<file path="src/rtl/fetch_unit_pkg.sv">
// Shared definitions for the instruction fetch unit: FSM state encoding,
// instruction size and the canonical NOP word.
`timescale 1ns/1ps

package fetch_unit_pkg;

    // Fetch FSM states; the encoding is private to the fetch unit.
    typedef enum logic [1:0] {
        ST_FETCH = 2'd0,  // request outstanding (or about to be) for req_addr
        ST_HOLD  = 2'd1,  // IR holds a word waiting for the decoder
        ST_DRAIN = 2'd2   // waiting out a request abandoned by a redirect
    } fetch_state_e;

    localparam logic [31:0] INSN_BYTES = 32'd4;
    localparam logic [31:0] NOP_INSN   = 32'h0000_0013;

endpackage : fetch_unit_pkg

</file>
<file path="src/rtl/fetch_unit.sv">
// Instruction fetch unit: issues one word-aligned request at a time, latches
// the returned word into IR and holds it until the decoder accepts it.
// Redirects always win; a redirect that arrives while a request is still
// outstanding lets that request drain and drops its data.
// Optional build macro FETCH_MISALIGN_CHECK_EN adds fetch_misaligned /
// fetch_bad_pc and stops fetching after a misaligned redirect target.
`timescale 1ns/1ps

module fetch_unit
    import fetch_unit_pkg::*;
#(
    parameter logic [31:0] RESET_PC = 32'h0000_0000
) (
    input  logic        clk,
    input  logic        rst,
    output logic        imem_req,
    output logic [31:0] imem_addr,
    input  logic        imem_ack,
    input  logic [31:0] imem_rdata,
    output logic [31:0] IR,
    output logic [31:0] ir_pc,
    output logic        ir_valid,
    input  logic        ir_ready,
    input  logic        redirect,
    input  logic [31:0] redirect_pc
`ifdef FETCH_MISALIGN_CHECK_EN
    ,
    output logic        fetch_misaligned,
    output logic [31:0] fetch_bad_pc
`endif
);

    fetch_state_e state_q;
    logic [31:0]  pc_q;
    logic [31:0]  req_addr_q;
    logic [31:0]  ir_q;
    logic [31:0]  ir_pc_q;
    logic         ir_valid_q;

    logic [31:0]  redirect_target;
    logic         fetch_halted;

`ifdef FETCH_MISALIGN_CHECK_EN
    logic         misaligned_q;
    logic [31:0]  bad_pc_q;
    logic         redirect_bad;

    assign redirect_target  = redirect_pc;
    assign redirect_bad     = (redirect_pc[1:0] != 2'b00);
    assign fetch_halted     = misaligned_q;
    assign fetch_misaligned = misaligned_q;
    assign fetch_bad_pc     = bad_pc_q;

    // Misalignment flag: set by a misaligned redirect, cleared by an aligned one.
    always_ff @(posedge clk) begin
        if (rst) begin
            misaligned_q <= 1'b0;
            bad_pc_q     <= 32'h0;
        end else if (redirect) begin
            misaligned_q <= redirect_bad;
            if (redirect_bad) begin
                bad_pc_q <= redirect_pc;
            end
        end
    end
`else
    logic unused_redirect_lsb;

    // Without the checker the low address bits are simply forced to zero.
    assign redirect_target     = {redirect_pc[31:2], 2'b00};
    assign unused_redirect_lsb = ^redirect_pc[1:0];
    assign fetch_halted        = 1'b0;
`endif

    // Request is live in FETCH (unless halted) and always in DRAIN, since the
    // drained request was already on the bus. Reset masks it immediately.
    assign imem_req  = !rst && ((state_q == ST_DRAIN) ||
                                ((state_q == ST_FETCH) && !fetch_halted));
    assign imem_addr = req_addr_q;
    assign IR        = ir_q;
    assign ir_pc     = ir_pc_q;
    assign ir_valid  = ir_valid_q;

    // Fetch FSM with its datapath registers; redirect has priority everywhere.
    // NOTE: all state here uses non-blocking assignments so every register
    // samples pre-edge values and the block order cannot change the result.
    always_ff @(posedge clk) begin
        if (rst) begin
            state_q    <= ST_FETCH;
            pc_q       <= RESET_PC;
            req_addr_q <= RESET_PC;
            ir_q       <= 32'h0;
            ir_pc_q    <= 32'h0;
            ir_valid_q <= 1'b0;
        end else begin
            unique case (state_q)
                ST_FETCH: begin
                    if (redirect) begin
                        pc_q       <= redirect_target;
                        ir_valid_q <= 1'b0;
                        if (imem_req && !imem_ack) begin
                            // Keep the old address on the bus until it is acked.
                            state_q <= ST_DRAIN;
                        end else begin
                            req_addr_q <= redirect_target;
                            state_q    <= ST_FETCH;
                        end
                    end else if (imem_req && imem_ack) begin
                        ir_q       <= imem_rdata;
                        ir_pc_q    <= req_addr_q;
                        ir_valid_q <= 1'b1;
                        pc_q       <= pc_q + INSN_BYTES;
                        state_q    <= ST_HOLD;
                    end
                end
                ST_HOLD: begin
                    if (redirect) begin
                        pc_q       <= redirect_target;
                        req_addr_q <= redirect_target;
                        ir_valid_q <= 1'b0;
                        state_q    <= ST_FETCH;
                    end else if (ir_ready) begin
                        ir_valid_q <= 1'b0;
                        req_addr_q <= pc_q;
                        state_q    <= ST_FETCH;
                    end
                end
                ST_DRAIN: begin
                    if (redirect) begin
                        pc_q       <= redirect_target;
                        ir_valid_q <= 1'b0;
                    end else if (imem_ack) begin
                        // Stale data is dropped; start the redirected stream.
                        req_addr_q <= pc_q;
                        state_q    <= ST_FETCH;
                    end
                end
                default: begin
                    state_q <= ST_FETCH;
                end
            endcase
        end
    end

endmodule : fetch_unit

</file>
<file path="config.mk">
export PLATFORM = sky130hd
export DESIGN_NAME = fetch_unit
export DESIGN_NICKNAME = d
export VERILOG_FILES = /design/src/rtl/fetch_unit_pkg.sv /design/src/rtl/fetch_unit.sv
export SDC_FILE = /design/constraint.sdc
export NUM_CORES = 1
export LEC_CHECK = 0
export BUFFER_PORTS_ARGS = -buffer_cell sky130_fd_sc_hd__buf_4
export CAP_MARGIN = 20
export CORE_MARGIN = 3
export CORE_UTILIZATION = 32
export DETAILED_ROUTE_END_ITERATION = 6
export PLACE_DENSITY = 0.61
export SLEW_MARGIN = 20
export SYNTH_ARGS = -nofsm -noshare
export SYNTH_HDL_FRONTEND = slang
export SYNTH_SLANG_ARGS = --single-unit
</file>
<file path="constraint.sdc">
create_clock -name clk -period 4.85 [get_ports clk]
set_clock_uncertainty 0.05 [all_clocks]
set_input_delay 0 -clock clk [delete_from_list [all_inputs] [get_ports clk]]
set_output_delay 0 -clock clk [all_outputs]
set_load 0.02 [all_outputs]
</file>
==> metrics.csv <==
stage,metric,value,unit
clocking,cts_buffers,17,
job,max_cap_viol_count,0,
sta,min_period_over_period,60.4,%
finish,area_growth,46.0,%
setup_path,crit_slowest_cell,a221o_1,
sta,finalSetupViolCount,0,
setup_path,reg2reg_from,state_q[0]$_SDFFE_PP0P_,
pwr,peakVddDrop,0.000317,V
setup_path,cp_max_fo,17,
placement,routabilityCongestion,0.832,
sta,min_period,2.93,ns
detailed_routing,vias,5820,
finish,antenna-diode-count,0,
setup_path,required,5.16,ns
synth,syn_area_per_cell,7.98,µm²
sta,final_max_slew_viol_count,0,
sta,hold_violations,0,
clocking,cts-root-buf,clkbuf_16,
finish,nets,980,
synth,yosysMostFrequentCell,nand2_1,
setup_path,end_kind,flip-flop,
synth,synth_commonest_cells,"nand2_1 (147), dfxtp_1 (127), a21oi_1 (88)",
synth,async_reset_ff_share,0,%
synth,seq_area_frac_synth,44.9,%
floorplanning,die-width,139,µm
placement,io_buffers,164,
floorplanning,die_area,19300,µm²
synth,synth_fp_nets,783,
clocking,cts_setup_buffers,0,
finish,drive_above_1_share,23.2,%
placement,hpwl,12000,µm
global_route,grt-ovfl-total,0,
clocking,clk_latency,0.42,ns
placement,dp.cells,1037,
finish,stdcell_count,1137,
clocking,cts.clk_slew.worst_paths,0.06,ns
sta,timing.final.ws_setup,1.92,ns
synth,ys_ff_latch,127,
global_route,grt_pass1_vias,5270,
floorplanning,row_count,47,
worst_hold_path,worstHoldPathCells,2,
detailed_routing,drt-vias-per-instance,5.12,
sta,final.setup.tns,0,ns
floorplanning,core,16900,µm²
finish,final_area,8260,µm²
detailed_routing,routedWlPerCell,16.0,µm
pwr,cellPowerDensity,373,nW/µm²
global_route,grt_pass1_wl,28800,µm
detailed_routing,route.detailed.drc,0,
clocking,cts_max_path_buffers,2,
worst_hold_path,holdPathEnd,ir_valid$_SDFFE_PP0P_,
synth,synth_edf_count,0,
clocking,tritoncts,yes,
clocking,htreeDepth,4,
floorplanning,io-pin-count,167,
setup_path,rrSetupSlack,1.92,ns
sta,worst_pin_slew,0.819,ns
synth,yosys_warnings,0,
pwr,power.leakage,0.00327,µW
placement,place_area,6940,µm²
synth,ys_types,53,
detailed_routing,ant_nets,0,
sta,timing.fmax,0.341,GHz
setup_path,ff2ff_path_depth,7,
synth,synth_largest_area_cell,dfxtp_1,
setup_path,cp-start-kind,flip-flop,
worst_hold_path,hold_start,rst,
setup_path,path_cells,inv_1 > ha_1 > nor2b_1 > a221o_1 > a22oi_1 > o32ai_1 > dlygate4sd3_1,
setup_path,slowest_delay,0.74,ns
synth,ys_top_cells_by_area,"dfxtp_1 (45%), nand2_1 (9.8%), a21oi_1 (7.8%), a211oi_1 (5.2%), a22oi_1 (5.2%)",
setup_path,r2r-end,pc_q[29]$_SDFFE_PP0P_,
global_route,grtUsageTotal,18.2,%
detailed_routing,drtPass1Iterations,6,
setup_path,critical_path_class,flip-flop to flip-flop,
synth,synth_top_area_share,44.9,%
global_route,antenna_found_initial,0,
clocking,cts_hold_buf,68,
synth,syn-cell-area,5660,µm²
worst_hold_path,hold_path_class,input pin to flip-flop,
detailed_routing,wl,18200,µm
sta,grt_setup_unrepaired,no,
floorplanning,start_util,33.4,%
detailed_routing,drtIter0Drc,566,
clocking,cts.sinks,127,
synth,postSynthCellCount,709,
global_route,grt_max_degree,76,
sta,relSlewSlack,45.4,%
floorplanning,die_h,139,µm
clocking,cts_resized,0,
setup_path,worstPathArrival,3.24,ns
run_status,status,completed,
synth,synth_ff_type,dfxtp_1,
placement,post-place-ws,2.17,ns
[state kept, by name, indices dropped and copies added (netlist names)]
name / count
state_q: 2
ir_valid: 1
imem_addr: 31
pc_q: 30
IR: 32
ir_pc: 31
[layout make-up]
type	count	area [µm²]
Tap cell	220	275
Timing Repair Buffer	241	2000
Sequential cell	127	2540
Multi-Input combinational cell	513	2820
Clock buffer	24	502
Fill cell	1651	8670
Inverter	6	22.5
Clock inverter	6	105
[logic make-up (layout without fill, tap and decap cells)]
family                     count (synthesis)  after routing  share of synthesized area (%)
and+or+nand+nor                          277            277                           21.2
AOI/OAI and AO/OA                        221            221                           25.7
DFF                                      127            127                           44.9
buffers and inverters                     69            277                           5.48
xor gates and xnor gates                   9              9                           1.39
adders and majority gates                  5              5                           1.11
muxes                                      1              1                          0.177
[through the flow]
step | util [%] | power, µW | hold slack, ns
floorplan | - | 1530 | 0.0860
global route | 48.8 | 3220 | 0.0525
detailed placement | 41.0 | 1740 | 0.208
finish | 48.8 | 3080 | 0.0336
global placement | 41.0 | 1740 | 0.198
CTS | 48.6 | 3100 | 0.0301
[where the power goes]
part / total [µW] / switching [µW] / leakage (µW) / internal (µW)
Sequential: 1210 / 83.4 / 0.00104 / 1120
Combinational: 566 / 317 / 0.00192 / 249
Clock: 1310 / 441 / 0.000302 / 868
[layout by cell type, fill, tap and decap left out, types with 5 or more instances in the layout]
cell / instances
a22oi_1: 39
inv_1: 6
nor2_1: 69
a21oi_1: 88
a211oi_1: 39
clkbuf_16: 17
xor2_1: 5
o21ai_0: 16
buf_4: 171
dlygate4sd3_1: 68
o32ai_1: 6
ha_1: 5
nand2_1: 146
and3_1: 5
nand4_1: 11
clkbuf_8: 5
nand3_1: 13
dfxtp_1: 127
nor3_1: 7
[worst max-delay path, delay by kind of cell (launching register included)]
| kind | cells | cell delay (ns) |
|---|---|---|
| adder cells (fa/ha/maj) | 1 | 0.27 |
| AND/OR/NAND/NOR | 1 | 0.46 |
| flip-flops | 1 | 0.34 |
| AO/OA/AOI/OAI | 3 | 1.07 |
| buffers and inverters | 2 | 0.67 |
[metal layers]
metal  wire length [µm]  vias to the layer above  track usage [%]
li1                   -                     2925                -
met4                185                        0             4.69
met3               1080                       20             4.14
met1               8790                     2672             26.0
met2               8160                      203             27.7
met5                  0                        -                0
[worst max-delay path by stage]
stage | from | endpoint | slack (ns) | cells after the start
3_5_place_dp | state_q[0]$_SDFFE_PP0P_ | pc_q[22]$_SDFFE_PP0P_ | 2.17 | 7
4_1_cts | state_q[0]$_SDFFE_PP0P_ | pc_q[27]$_SDFFE_PP0P_ | 1.99 | 7
6_report | state_q[0]$_SDFFE_PP0P_ | pc_q[29]$_SDFFE_PP0P_ | 1.92 | 7
2_1_floorplan | state_q[0]$_SDFFE_PP0P_ | pc_q[24]$_SDFFE_PP0P_ | 2.84 | 7
3_3_place_gp | state_q[0]$_SDFFE_PP0P_ | pc_q[22]$_SDFFE_PP0P_ | 2.20 | 7
5_1_grt | state_q[0]$_SDFFE_PP0P_ | pc_q[29]$_SDFFE_PP0P_ | 1.73 | 7
Power figures use the tool's default switching activity.
